==> config.mk <==
export PLATFORM = sky130hd
export DESIGN_NAME = uart_rom_streamer
export DESIGN_NICKNAME = d
export VERILOG_FILES = /design/src/rtl/uart_rom_streamer.sv
export SDC_FILE = /design/constraint.sdc
export NUM_CORES = 1
export LEC_CHECK = 0
export ABC_CLOCK_PERIOD_IN_PS = 3900
export CORE_UTILIZATION = 50
export CTS_CLUSTER_SIZE = 25
export DETAILED_ROUTE_END_ITERATION = 8
export PLACE_DENSITY = 0.79
export SYNTH_ARGS = -nofsm -noshare
export SYNTH_HDL_FRONTEND = slang
export SYNTH_SLANG_ARGS = --single-unit
==> constraint.sdc <==
create_clock -name clk -period 3.9 [get_ports clk]
set_input_delay 0.585 -clock clk [delete_from_list [all_inputs] [get_ports clk]]
set_output_delay 0.585 -clock clk [all_outputs]
set_load 0.02 [all_outputs]
==> src/rtl/uart_rom_streamer.sv <==
// rtl/uart_rom_streamer.sv - UART program-image receiver driving the ROM-loader handshake
module uart_rom_streamer #(
    parameter int CLKS_PER_BIT = 104,
    parameter int DATA_WIDTH   = 16
) (
    input  logic                  clk,
    input  logic                  reset_n,
    input  logic                  run,
    input  logic                  uart_rx,
    output logic                  rom_loader_reset,
    output logic                  rom_loader_load,
    output logic [DATA_WIDTH-1:0] rom_loader_data,
    input  logic                  rom_loader_ack,
    input  logic                  rom_loader_load_received,
    output logic                  done_loading,
    output logic                  busy,
    output logic [15:0]           words_loaded,
    output logic                  overrun_error,
    output logic                  framing_error
);
    localparam int CW = $clog2(CLKS_PER_BIT);

    typedef enum logic [2:0] {
        S_IDLE, S_RESET_REQ, S_RESET_REL, S_RX_COUNT,
        S_RX_WORD, S_LOAD_REQ, S_LOAD_REL, S_DONE
    } state_t;

    state_t            r_state, w_next;
    logic [1:0]        r_rst_sync;
    logic              w_rst_n;
    logic [1:0]        r_rx_sync;
    logic              r_rx_prev, r_rx_busy;
    logic [CW-1:0]     r_rx_cnt;
    logic [3:0]        r_rx_bit;
    logic [7:0]        r_rx_shift, r_byte;
    logic              r_byte_valid, r_stop_low;
    logic              r_phase, r_pending;
    logic [7:0]        r_hi;
    logic [15:0]       r_word, r_count;
    logic              w_rx, w_rx_fall, w_rx_en, w_consume, w_inc, w_start;

    // Asynchronous assert, synchronous release of the internal reset.
    always_ff @(posedge clk or negedge reset_n) begin
        if (!reset_n) r_rst_sync <= 2'b00;
        else          r_rst_sync <= {r_rst_sync[0], 1'b1};
    end
    assign w_rst_n   = r_rst_sync[1];

    assign w_rx      = r_rx_sync[1];
    assign w_rx_fall = r_rx_prev & ~w_rx;
    assign w_rx_en   = (r_state == S_RX_COUNT) || (r_state == S_RX_WORD) ||
                       (r_state == S_LOAD_REQ) || (r_state == S_LOAD_REL);

    // Bit index 0 is the start bit, 1..8 data (LSB first), 9 the stop bit.
    always_ff @(posedge clk or negedge w_rst_n) begin
        if (!w_rst_n) begin
            r_rx_sync    <= 2'b11;
            r_rx_prev    <= 1'b1;
            r_rx_busy    <= 1'b0;
            r_rx_cnt     <= '0;
            r_rx_bit     <= '0;
            r_rx_shift   <= '0;
            r_byte       <= '0;
            r_byte_valid <= 1'b0;
            r_stop_low   <= 1'b0;
        end else begin
            r_rx_sync    <= {r_rx_sync[0], uart_rx};
            r_rx_prev    <= w_rx;
            r_byte_valid <= 1'b0;
            r_stop_low   <= 1'b0;
            if (!r_rx_busy) begin
                if (w_rx_fall) begin
                    r_rx_busy <= 1'b1;
                    r_rx_cnt  <= CW'(CLKS_PER_BIT / 2 - 1);
                    r_rx_bit  <= '0;
                end
            end else if (r_rx_cnt != '0) begin
                r_rx_cnt <= r_rx_cnt - CW'(1);
            end else begin
                r_rx_cnt <= CW'(CLKS_PER_BIT - 1);
                r_rx_bit <= r_rx_bit + 4'd1;
                if (r_rx_bit == 4'd0) begin
                    if (w_rx) r_rx_busy <= 1'b0;
                end else if (r_rx_bit <= 4'd8) begin
                    r_rx_shift <= {w_rx, r_rx_shift[7:1]};
                end else begin
                    r_rx_busy <= 1'b0;
                    if (w_rx) begin
                        r_byte       <= r_rx_shift;
                        r_byte_valid <= 1'b1;
                    end else begin
                        r_stop_low   <= 1'b1;
                    end
                end
            end
        end
    end

    always_comb begin
        w_next    = r_state;
        w_consume = 1'b0;
        w_inc     = 1'b0;
        w_start   = 1'b0;
        case (r_state)
            S_IDLE:      if (run) begin w_next = S_RESET_REQ; w_start = 1'b1; end
            S_RESET_REQ: if (rom_loader_ack) w_next = S_RESET_REL;
            S_RESET_REL: if (!rom_loader_ack) w_next = S_RX_COUNT;
            S_RX_COUNT:  if (r_pending) begin
                             w_consume = 1'b1;
                             w_next    = (r_word == 16'd0) ? S_DONE : S_RX_WORD;
                         end
            S_RX_WORD:   if (r_pending) begin w_consume = 1'b1; w_next = S_LOAD_REQ; end
            S_LOAD_REQ:  if (rom_loader_load_received) w_next = S_LOAD_REL;
            S_LOAD_REL:  if (!rom_loader_load_received) begin
                             w_inc  = 1'b1;
                             w_next = (words_loaded + 16'd1 == r_count) ? S_DONE : S_RX_WORD;
                         end
            S_DONE:      if (!run) w_next = S_IDLE;
            default:     w_next = S_IDLE;
        endcase
    end

    // Handshake outputs are registered from the next state so they never glitch or overlap.
    always_ff @(posedge clk or negedge w_rst_n) begin
        if (!w_rst_n) begin
            r_state          <= S_IDLE;
            rom_loader_reset <= 1'b0;
            rom_loader_load  <= 1'b0;
            rom_loader_data  <= '0;
            done_loading     <= 1'b0;
            busy             <= 1'b0;
            words_loaded     <= '0;
            overrun_error    <= 1'b0;
            framing_error    <= 1'b0;
            r_phase          <= 1'b0;
            r_pending        <= 1'b0;
            r_hi             <= '0;
            r_word           <= '0;
            r_count          <= '0;
        end else begin
            r_state          <= w_next;
            rom_loader_reset <= (w_next == S_RESET_REQ);
            rom_loader_load  <= (w_next == S_LOAD_REQ);
            done_loading     <= (w_next == S_DONE);
            busy             <= (w_next != S_IDLE) && (w_next != S_DONE);
            if (w_start) begin
                words_loaded  <= '0;
                overrun_error <= 1'b0;
                framing_error <= 1'b0;
            end
            if (w_inc) words_loaded <= words_loaded + 16'd1;
            if (w_consume && r_state == S_RX_COUNT) r_count <= r_word;
            if (w_consume && r_state == S_RX_WORD)  rom_loader_data <= DATA_WIDTH'(r_word);
            if (r_stop_low && w_rx_en) framing_error <= 1'b1;
            if (w_consume) r_pending <= 1'b0;
            if (r_byte_valid && w_rx_en) begin
                if (!r_phase) begin
                    r_hi    <= r_byte;
                    r_phase <= 1'b1;
                end else begin
                    r_phase <= 1'b0;
                    if (r_pending && !w_consume) begin
                        overrun_error <= 1'b1;
                    end else begin
                        r_word    <= {r_hi, r_byte};
                        r_pending <= 1'b1;
                    end
                end
            end
            // Stale bytes from a previous run must not be taken as the word count.
            if (r_state == S_RESET_REL && w_next == S_RX_COUNT) begin
                r_phase   <= 1'b0;
                r_pending <= 1'b0;
            end
        end
    end
endmodule

==> run summary, run 1 <==
status - completed
TritonCTS buffer count - 17
Post-CTS Repair Setup Buffers - 0
clock root cell - clkbuf_8
Worst Reg-to-Reg Cells - 9
CP required - 4300 ps
Final ANT Viol Nets - 0
XOR/XNOR share of the synthesized area - 0.0398
final critical-path share of the clock period - 0.822
DR vias - 3,909
Hold Buf Count CTS - 0
Core Area - 10,500 um^2
Post-Route WL - 11,500 um
DR vias/cell - 5.71
vias in the first global route - 3,911
FF+latch count, synth - 118
initial antenna violation count - 0
clock transition at the registers of the reported paths - 60 ps
Iter 0 DRT Violations - 191
Clock Latency Late Sink - 510 ps
PortBufs - 43
CTS max path bufs - 2
synth top area cells - dfrtp_1 (52%), mux2_2 (15%), nand2_1 (3.2%)
fraction of layout cells with a size suffix above 1 - 0.219
Rel. slew slack - 0.419
syn avg cell area - 11.2 um^2
ant diodes - 0
RSZ-0062 raised after global routing - false
Chip Width - 107 um
Fin. Hold Viols - 0
1st-pass router iterations - 4
setup TNS - 0 ps
post-synthesis mux area share - 0.151
Crit path buffers/inverters - 0
Num Clock Sinks - 118
Clock H-tree levels - 4
num rows - 37
Cells after Synth - 492
Final Skew - 6.92 ps
routability cong. - 0.882
CTS tree - done
Synth Net Count - 502
Post-synth EDFFs - 0
Critical Path Max Stage Delay - 590 ps
largest net degree at the start of global routing - 71
Critical Path AT - 3610 ps
Initial Util - 0.524
post-layout min period - 3210 ps
first-pass GRT wire length - 19,500 um
Synth top area share - 0.523
max cap viols - 0
IO Count - 44
final setup fails - 0
post-DP HPWL - 7910 um
worst setup margin - 695 ps
Reg-to-Reg End - busy
sequential share of the synthesized area - 0.537
Place WS - 810 ps
FMAX - 312 MHz
ys async rst share - 1.00
main flop type after synthesis - dfrtp_1
type of element launching the critical path - flip-flop
DR WL/cell - 16.9 um
grt ovf - 0
GRT Util Overall - 0.221
Synth cell types - 54
post-synthesis adder-cell area fraction - 0.00909
maximum vdd drop - 0.000471 V
critical path class - reg -> reg
YS warnings - 0
CP Cell Sequence - ha_1 > nand3_1 > or4_1 > a311oi_1 > nand4b_1 > nor4_2 > a31oi_1 > nor3_2 > nor2_2
DR DRC count - 0
HP Class - in -> async
Final Net Count - 545
Least-Margin Pin Slew - 871 ps
Die Span Y - 107 um
Pins Over Slew Limit - 0
FF-to-FF setup slack - 690 ps
Cell Area, Synth - 5500 um^2
P_leak - 3.01 nW
post-CTS sizing - 0
cell taking the most area after synthesis - dfrtp_1
Worst R2R Start - words_loaded[0]
main combinational cell family by area after synthesis - multiplexers
Synth Area in Compound Gates - 0.0939
critical path's slowest cell - or4_1
crit-path leading delay family - simple AND/OR/NAND/NOR gates
Setup crit end kind - flip-flop
Crit Path Max Fanout - 8
power per cell area - 531 nW/um^2
Synth Area in Simple Gates - 0.139
die area - 11,400 um^2
synthesis-to-layout area growth - 20.4%
## sequential cells by signal, summed over array words and instances, names as in the netlist, 2 cells and up
| name | flops |
|---|---|
| r_word | 16 |
| words_loaded | 16 |
| r_count | 16 |
| r_rx_bit | 4 |
| r_rx_shift | 8 |
| r_rx_cnt | 7 |
| rom_loader_data | 16 |
| r_rx_sync | 2 |
| r_state | 3 |
| r_hi | 8 |
| r_byte | 8 |
| r_rst_sync | 2 |
## cells by family after synthesis
group,Yosys count
AO/OA/AOI/OAI,82
flip-flops,118
adder cells (fa/ha/maj),4
other,1
XOR/XNOR,25
multiplexers,74
AND/OR/NAND/NOR,147
buffers and inverters,41
## worst reg2reg max path, cell delays in order, from the launching register on
cell and delay, ps:
dfrtp_1 480, ha_1 300, nand3_1 290, or4_1 590, a311oi_1 310, nand4b_1 160, nor4_2 430, a31oi_1 210
nor3_2 270, nor2_2 60
## synth_stat cells, types with 2 or more instances
master,count
dfrtp_1,115
mux2_2,71
nand2_1,47
o21ai_0,33
nor2_1,23
xnor2_1,18
a21oi_1,17
inv_1,17
clkbuf_1,14
nand3_1,14
nor3_1,10
o31ai_1,8
buf_2,7
nand4_1,7
or3_1,7
xor2_1,7
and3_1,6
nor4_1,6
a22o_1,5
a31oi_1,4
and2_1,4
ha_1,4
nand2b_1,4
dfstp_2,3
mux2i_1,3
nand3b_1,3
a211oi_1,2
a21o_1,2
nor2b_1,2
nor3b_1,2
o211ai_1,2
o22ai_1,2
or4_1,2
## area by class of cell
type | instances | area (um^2)
Fill cell | 818 | 3880
Sequential cell | 118 | 2960
Multi-Input combinational cell | 333 | 2390
Timing Repair Buffer | 47 | 460
Clock buffer | 19 | 432
Tap cell | 136 | 170
Clock inverter | 13 | 146
Inverter | 18 | 67.6
## worst max path at each step
stage                          from   end  slack, ps  cells past startpoint
floorplan             r_rst_sync[1]  busy        370                      0
global placement    words_loaded[0]  busy        980                      9
detailed placement  words_loaded[0]  busy        810                      9
CTS                 words_loaded[0]  busy        760                      9
global route        words_loaded[0]  busy        530                      9
finish              words_loaded[0]  busy        690                      9
## placed cells by master, fill, tap and decap left out, types with 4 or more instances in the layout
cell,netlist,final
a21oi_1,17,17
a22o_1,5,5
a31oi_1,4,4
and2_1,4,4
and3_1,6,6
buf_4,0,4
clkbuf_16,0,16
clkdlybuf4s50_1,0,43
clkinvlp_4,0,5
dfrtp_1,115,114
ha_1,4,4
inv_1,17,17
mux2_2,71,71
nand2_1,47,47
nand2b_1,4,4
nand3_1,14,14
nand4_1,7,7
nor2_1,23,23
nor3_1,10,9
nor4_1,6,6
o21ai_0,33,33
o31ai_1,8,8
or3_1,7,7
xnor2_1,18,18
xor2_1,7,7
## through the flow
stage               hold WS [ps]  total power [mW]   util  cells  instance area, um^2
finish                       232              3.52  0.630    684                 6630
global route                 231              3.67  0.630    684                 6630
CTS                          217              3.54  0.630    684                 6630
detailed placement           339              2.03  0.575    652                 6050
global placement             341              1.99  0.575    652                 6050
floorplan                    289              1.87      -    492                 5500
## power by group
group	switching (mW)	total [mW]	internal [mW]	leakage (nW)
sequential	0.140	1.45	1.31	1.60
combinational	0.309	0.565	0.255	1.14
clock	0.576	1.51	0.931	0.267
## routing by layer
layer,GRT usage,wire length [um],share of wire,up-vias
met2,0.369,5840,0.51,88
met3,0.0407,434,0.038,19
li1,-,-,-,1841
met1,0.284,5070,0.44,1961
met5,0,0,0,-
met4,0.0900,187,0.016,0
Power figures use the tool's default switching activity.
==> run 2, diff against run 1 <==
--- a/config.mk
+++ b/config.mk
@@ -5,11 +5,11 @@
 export SDC_FILE = /design/constraint.sdc
 export NUM_CORES = 1
 export LEC_CHECK = 0
-export ABC_CLOCK_PERIOD_IN_PS = 3900
+export ABC_CLOCK_PERIOD_IN_PS = 2900
 export CORE_UTILIZATION = 50
 export CTS_CLUSTER_SIZE = 25
 export DETAILED_ROUTE_END_ITERATION = 8
-export PLACE_DENSITY = 0.79
+export PLACE_DENSITY = 0.82
 export SYNTH_ARGS = -nofsm -noshare
 export SYNTH_HDL_FRONTEND = slang
 export SYNTH_SLANG_ARGS = --single-unit
==> constraint.sdc (replaced) <==
create_clock -name clk -period 2.9 [get_ports clk]
set_input_delay 0.435 -clock clk [delete_from_list [all_inputs] [get_ports clk]]
set_output_delay 0.435 -clock clk [all_outputs]
set_load 0.02 [all_outputs]
==> run summary, run 2 (synthesized netlist as in run 1, its figures left out) <==
Fin. Hold Viols - 0 (unchanged)
Pins Over Slew Limit - 0 (unchanged)
DR vias/cell - 5.71 (about the same)
P_leak - 3.10 nW (was 3.01 nW)
vias in the first global route - 4,002 (was 3,911)
CP required - 3300 ps (was 4300 ps)
grt ovf - 0 (unchanged)
critical path class - reg -> reg (unchanged)
DR vias - 3,989 (was 3,909)
DR DRC count - 0 (unchanged)
HP Class - in -> async (unchanged)
Reg-to-Reg End - busy (unchanged)
Initial Util - 0.524 (unchanged)
Crit Path Max Fanout - 9 (was 8)
Final Skew - 9.51 ps (was 6.92 ps)
Iter 0 DRT Violations - 157 (was 191)
num rows - 37 (unchanged)
maximum vdd drop - 0.000413 V (was 0.000471 V)
Post-CTS Repair Setup Buffers - 0 (unchanged)
status - completed (unchanged)
initial antenna violation count - 0 (unchanged)
Setup crit end kind - flip-flop (unchanged)
Worst Reg-to-Reg Cells - 8 (was 9)
Worst R2R Start - words_loaded[2] (was words_loaded[0])
post-layout min period - 2720 ps (was 3210 ps)
first-pass GRT wire length - 20,100 um (was 19,500 um)
post-DP HPWL - 8250 um (was 7910 um)
synthesis-to-layout area growth - 23.5% (was 20.4%)
TritonCTS buffer count - 17 (unchanged)
power per cell area - 709 nW/um^2 (was 531 nW/um^2)
final critical-path share of the clock period - 0.937 (was 0.822)
Final Net Count - 559 (was 545)
CTS max path bufs - 2 (unchanged)
worst setup margin - 183 ps (was 695 ps)
Final ANT Viol Nets - 0 (unchanged)
ant diodes - 0 (unchanged)
PortBufs - 43 (unchanged)
DR WL/cell - 17.0 um (was 16.9 um)
Num Clock Sinks - 118 (unchanged)
commonest non-fill, non-tap cells in the layout - dfrtp_1 (114), mux2_2 (71), nand2_1 (47) (unchanged)
clock transition at the registers of the reported paths - 60 ps (about the same)
IO Count - 44 (unchanged)
type of element launching the critical path - flip-flop (unchanged)
1st-pass router iterations - 4 (unchanged)
GRT Util Overall - 0.230 (was 0.221)
Clock Latency Late Sink - 520 ps (was 510 ps)
FMAX - 368 MHz (was 312 MHz)
Core Area - 10,500 um^2 (unchanged)
Rel. slew slack - 0.398 (was 0.419)
post-route cell area - 6800 um^2 (was 6630 um^2)
Least-Margin Pin Slew - 900 ps (was 871 ps)
clock root cell - clkbuf_8 (unchanged)
fraction of layout cells with a size suffix above 1 - 0.249 (was 0.219)
Tot Pwr - 4.82 mW (was 3.52 mW)
Critical Path AT - 3120 ps (was 3610 ps)
Post-Route WL - 11,900 um (was 11,500 um)
FF-to-FF setup slack - 180 ps (was 690 ps)
Place WS - 93.4 ps (was 810 ps)
commonest non-fill, non-tap cell in the layout - dfrtp_1 (unchanged)
Die Span Y - 107 um (unchanged)
die area - 11,400 um^2 (unchanged)
Hold Buf Count CTS - 0 (unchanged)
CTS tree - done (unchanged)
max cap viols - 0 (unchanged)
post-CTS sizing - 0 (unchanged)
placed cell area - 6160 um^2 (was 6050 um^2)
routability cong. - 0.872 (was 0.882)
final setup fails - 0 (unchanged)
Chip Width - 107 um (unchanged)
Clock H-tree levels - 4 (unchanged)
largest net degree at the start of global routing - 62 (was 71)
[run 2: cell count changes in the layout (fill, tap and decap cells not counted), sizes merged]
| cell | before | now |
|---|---|---|
| buf | 4 | 18 |
| clkinvlp | 5 | 3 |
| clkbuf | 19 | 18 |
| inv | 20 | 23 |
[run 2: worst max path at each step]
stage,startpoint,to,slack [ps],cells past startpoint
global placement,words_loaded[1],busy,220,9
floorplan,words_loaded[0],busy,140,9
global route,words_loaded[8],busy,-4,9
CTS,words_loaded[1],busy,80,9
detailed placement,words_loaded[1],busy,90,9
finish,words_loaded[2],busy,180,8
[run 2: cell type report]
class,count,area [um^2]
clock buffer,18,428
clock inverter,14,166
fill,770,3710
inverter,18,67.6
multi-input combinational,333,2420
sequential,118,2960
tap,136,170
timing repair buffer,61,578
[run 2: per-layer routing]
metal	GRT usage	vias to the layer above	share of wire
met5	0	-	0
met4	0.0978	0	0.018
met1	0.293	1995	0.44
met3	0.0523	20	0.038
li1	-	1871	-
met2	0.377	103	0.51
[run 2: critical path: stages (launching register included)]
cell and delay, ps:
dfrtp_1 490, nand4_1 180, or3_1 460, nor4bb_1 370
a31oi_1 70, o21ai_0 490, a31oi_2 220, nor3_2 260
nor2_2 60
[run 2: where the power goes]
group	total, mW	internal, mW	switching (mW)
sequential	1.93	1.76	0.168
clock	2.07	1.27	0.799
combinational	0.822	0.367	0.455
total	4.82	3.40	1.42
[run 2: stage by stage]
stage	utilization	instances	hold slack (ps)	TNS, ps
final	0.647	698	80.1	0
after global routing	0.647	698	64.3	-3.85
after CTS	0.643	698	65.0	0
after detailed placement	0.587	666	344	0
after global placement	0.587	666	338	0
after floorplan	-	492	139	0
==> run 3, diff against run 2 <==
--- a/config.mk
+++ b/config.mk
@@ -10,6 +10,7 @@
 export CTS_CLUSTER_SIZE = 25
 export DETAILED_ROUTE_END_ITERATION = 8
 export PLACE_DENSITY = 0.82
+export RECOVER_POWER = 50
 export SYNTH_ARGS = -nofsm -noshare
 export SYNTH_HDL_FRONTEND = slang
 export SYNTH_SLANG_ARGS = --single-unit
==> run summary, run 3 (synthesized netlist as in run 1, its figures left out) <==
status - finished, violations left (was completed)
failing checks - capacitance limit, slew limit
commonest non-fill, non-tap cells in the layout - dfrtp_1 (115), mux2_2 (71), nand2_1 (47) (was dfrtp_1 (114), mux2_2 (71), nand2_1 (47))
PortBufs - 43 (unchanged)
DR vias/cell - 5.73 (was 5.71)
TritonCTS buffer count - 17 (unchanged)
Num Clock Sinks - 118 (unchanged)
register area - 2960 um^2 (about the same)
first-pass GRT wire length - 20,100 um (unchanged)
routability cong. - 0.872 (unchanged)
Crit path buffers/inverters - 0 (unchanged)
Reg-to-Reg End - busy (unchanged)
ant diodes - 0 (unchanged)
GRT Util Overall - 0.230 (unchanged)
FF-to-FF setup slack - 160 ps (was 180 ps)
Core Area - 10,500 um^2 (unchanged)
Final Skew - 8.95 ps (was 9.51 ps)
FMAX - 365 MHz (was 368 MHz)
1st-pass router iterations - 4 (unchanged)
max cap viols - 1 (was 0)
fraction of layout cells with a size suffix above 1 - 0.242 (was 0.249)
type of element launching the critical path - flip-flop (unchanged)
die area - 11,400 um^2 (unchanged)
crit-path leading delay family - simple AND/OR/NAND/NOR gates (unchanged)
Iter 0 DRT Violations - 130 (was 157)
CP required - 3300 ps (about the same)
DR vias - 4,002 (was 3,989)
Die Span Y - 107 um (unchanged)
Clock Latency Late Sink - 520 ps (about the same)
CP Cell Sequence - nand4_1 > or3_1 > nor4bb_1 > a31oi_1 > o21ai_0 > a31oi_2 > nor3_2 > nor2_2 (unchanged)
maximum vdd drop - 0.000413 V (about the same)
Filler Cell Count - 774 (was 770)
CTS max path bufs - 2 (unchanged)
Critical Path Max Stage Delay - 500 ps (was 490 ps)
CTS tree - done (unchanged)
Crit Path Max Fanout - 8 (was 9)
Pins Over Slew Limit - 57 (was 0)
Clock H-tree levels - 4 (unchanged)
Initial Util - 0.524 (unchanged)
Tot Pwr - 4.81 mW (was 4.82 mW)
Rel. slew slack - -0.398 (was 0.398)
post-DP HPWL - 8250 um (unchanged)
synthesis-to-layout area growth - 23.1% (was 23.5%)
largest net degree at the start of global routing - 62 (unchanged)
HP Class - in -> async (unchanged)
DR WL/cell - 17.1 um (was 17.0 um)
Place WS - 93.4 ps (unchanged)
Setup crit end kind - flip-flop (unchanged)
Final ANT Viol Nets - 0 (unchanged)
num rows - 37 (unchanged)
Multi-input gate area - 2420 um^2 (about the same)
DR DRC count - 0 (unchanged)
commonest non-fill, non-tap cell in the layout - dfrtp_1 (unchanged)
grt ovf - 0 (unchanged)
critical path's slowest cell - dfrtp_1 (unchanged)
final setup fails - 0 (unchanged)
power per cell area - 710 nW/um^2 (was 709 nW/um^2)
Worst Reg-to-Reg Cells - 8 (unchanged)
post-layout min period - 2740 ps (was 2720 ps)
Worst R2R Start - words_loaded[3] (was words_loaded[2])
critical path class - reg -> reg (unchanged)
vias in the first global route - 4,002 (unchanged)
clock root cell - clkbuf_8 (unchanged)
Final Net Count - 559 (unchanged)
Chip Width - 107 um (unchanged)
initial antenna violation count - 0 (unchanged)
Least-Margin Pin Slew - 2100 ps (was 900 ps)
final critical-path share of the clock period - 0.944 (was 0.937)
Post-Route WL - 11,900 um (about the same)
P_leak - 3.09 nW (was 3.10 nW)
IO Count - 44 (unchanged)
Critical Path AT - 3140 ps (was 3120 ps)
Fin. Hold Viols - 0 (unchanged)
worst setup margin - 163 ps (was 183 ps)
final core area utilization - 0.645 (was 0.647)
clock transition at the registers of the reported paths - 60 ps (about the same)
Min Hold Slack - 147 ps (was 80.1 ps)
-- run 3: worst max path at each step --
stage                 to       startpoint  slack (ps)  depth (start not counted)
floorplan           busy  words_loaded[0]         140                          9
detailed placement  busy  words_loaded[1]          90                          9
finish              busy  words_loaded[3]         160                          8
CTS                 busy  words_loaded[1]          80                          9
global placement    busy  words_loaded[1]         220                          9
global route        busy  words_loaded[8]          -4                          9
-- run 3: worst register-to-register path: cells and delay by family (launching register included) --
family          cells  cell delay (ps)
simple gates        5             1340
compound gates      3              790
flops               1              500
-- run 3: metrics by stage --
stage / TNS (ps) / instance area (um^2) / instances
after detailed placement: 0 / 6160 / 666
after global routing: -3.85 / 6770 / 698
after global placement: 0 / 6160 / 666
after CTS: 0 / 6760 / 698
final: 0 / 6770 / 698
after floorplan: 0 / 5510 / 492
-- run 3: metal layers --
metal  GRT usage  part of all wire
met1       0.293              0.44
met2       0.377              0.51
met3      0.0523             0.034
met4      0.0978             0.017
met5           0                 0
-- run 3: timing repair --
item	4_1_cts	5_1_grt
hold buffers	0	0
endpoints found under the setup margin	0	3
buffers inserted	0	0
gates resized for setup	0	6
-- run 3: report_power, final --
| part | switching (mW) | internal [mW] |
|---|---|---|
| registers | 0.165 | 1.76 |
| clock network | 0.799 | 1.27 |
| logic | 0.454 | 0.365 |
-- run 3: final cells by class --
| class | instances | area share |
|---|---|---|
| well taps | 136 | 0.0251 |
| flip-flops and latches | 118 | 0.436 |
| repair buffers | 61 | 0.0835 |
| clock inverters | 14 | 0.0246 |
| multi-input cells | 333 | 0.357 |
| clock buffers | 18 | 0.0632 |
| inverters | 18 | 0.00997 |
==> edit: new RTL, settings of run 3 <==
Set the parameter `DATA_WIDTH` to 32 (it was 16).
--- a/src/rtl/uart_rom_streamer.sv
+++ b/src/rtl/uart_rom_streamer.sv
@@ -2,5 +2,5 @@
 module uart_rom_streamer #(
     parameter int CLKS_PER_BIT = 104,
-    parameter int DATA_WIDTH   = 16
+    parameter int DATA_WIDTH   = 32
 ) (
     input  logic                  clk,
Ports: changed (resized rom_loader_data); port bits go from 44 to 60. The function was not compared with the original's and may differ.
==> edit against run 3 <==
  * Largest cell class unchanged
  * Critical path type unchanged
  * Wire length rose by 4.4%
  * Synthesized area rose by 2.2%
  * Count of clock-buffer cells in the layout unchanged
  * Synthesized cell count is 3.5% higher
  * Sequential share of layout area rose by 0.097 points
  * Global-route usage rose by 0.19 points
  * The flow still finishes with violations (capacitance limit, slew limit)
  * Setup slack improved by 31 ps
  * Cell area decreased by 0.22%
  * Sequential cell count did not move
  * First-iteration DRC count increased by 66%
  * Power down 2.4%
==> edit: results (changes against run 3) <==
| Metric | Value |
|---|---|
| Post-Synth Adder-Cell Area | `0.890% (-0.020 points)` |
| P per Cell Area | `695 mW/mm^2 (-2.2%)` |
| FF-to-FF setup slack | `190 ps (+30 ps)` |
| Register area share after synthesis | `52.6% (-1.2 points)` |
| Failing checks | `capacitance limit, slew limit` |
| Fraction of registers with async set/reset | `100% (unchanged)` |
| Clk root buf | `clkbuf_8` |
| Critical Path AT | `3110 ps (-30 ps)` |
| Reg-to-reg endpoint | `busy` |
| Clock share of power | `41.4% (-1.6 points)` |
| XOR/XNOR Fraction of Synth Area | `3.89% (-0.086 points)` |
| Synth area leaders | `dfrtp_1 51%, mux2_2 14%, nand2_1 3.1%` |
| RR Startpoint | `words_loaded[12]` |
| DP HPWL | `8490 um (+2.9%)` |
| First-pass GRT wire length | `20,400 um (+1.7%)` |
| Synth Area in Compound Gates | `9.19% (-0.20 points)` |
| Reg clk slew, reported paths | `60 ps (about the same)` |
| Vias in the first global route | `4,047 (+1.1%)` |
| DR vias/cell | `5.63 (-1.8%)` |
| Pin count of the biggest net entering global routing | `81 (+31%)` |
| Drt wl/cell | `17.4 um (+1.8%)` |
| Leakage | `3.11 nW (+0.64%)` |
| Combinational power | `827 uW (+1%)` |
| Slew Viols, Final | `37 (-35%)` |
| Outcome | `finished, violations left` |
| Max Buffers Root-to-Sink | `2 (unchanged)` |
| Rel. slew slack | `-4.42% (+35 points)` |
| Initial drt markers | `216 (+66%)` |
| Layout cells sized above 1 | `22.6% (-1.6 points)` |
| RD Place Congestion | `0.896 (+2.7%)` |
| GR Util met1 | `28.7% (-0.58 points)` |
| Max Cap Violations | `1 (unchanged)` |
| Met2 wire len | `6340 um (+4.3%)` |
| Nets | `573 (+2.5%)` |
| Peak supply drop | `0.440 mV (+6.7%)` |
| Antenna diodes | `0 (unchanged)` |
| Switching Fraction | `30.2% (+0.69 points)` |
| PortBufs | `43 (unchanged)` |
| GR Layer Usage met3 | `5.91% (+0.68 points)` |
| Yosys top cell area share | `51.2% (-1.1 points)` |
| CP Max Fanout | `6 (-2)` |
| GR Util All Layers | `23.2% (+0.19 points)` |
| Multiplexer area fraction after synthesis | `14.7% (-0.33 points)` |
| Clock skew | `11.9 ps (+2.93 ps)` |
| Yosys cell types | `55 (+1.9%)` |
| CP max-delay cell | `or4_4` |
| Critical path's largest stage delay | `610 ps (+110 ps)` |
| Met2 Usage GRT | `38.4% (+0.66 points)` |
| Met3 Routed Length | `541 um (+34%)` |
| H-tree depth | `4 (unchanged)` |
| Met1 Wirelength | `5260 um (+0.57%)` |
## edit: cell types whose count changed after synthesis, sizes merged
cell / before / now
nand3b: 3 / 2
conb: 1 / 2
buf: 8 / 24
nand3: 15 / 16
## edit: metrics by stage
step,hold WS [ps],instances,setup WS [ps],instance area [sq um]
finish,148,716,193,6760
global route,142,716,36.3,6760
CTS,62.0,716,179,6770
detailed placement,326,684,194,6210
floorplan,139,524,144,5680
global placement,319,684,276,6210
## edit: timing repair
item,in CTS,in global routing
hold buffers,0,0
setup endpoints to repair,0,1
gates resized for setup,0,1
## edit: layout make-up
class / count / area [sq um]
well taps: 140 / 175
fillers: 834 / 4130
clock inverters: 14 / 129
repair buffers: 59 / 559
inverters: 18 / 67.6
clock buffers: 18 / 428
flip-flops and latches: 118 / 2960
multi-input cells: 349 / 2440
## edit: worst reg2reg max path: stages (launching register included)
cell and delay (ps):
dfrtp_1 450, nand4_2 190, or4_4 610, a2111oi_4 350, nand4b_1 150, nor4_2 360
a31oi_1 190, nor3_2 240, nor2_2 60
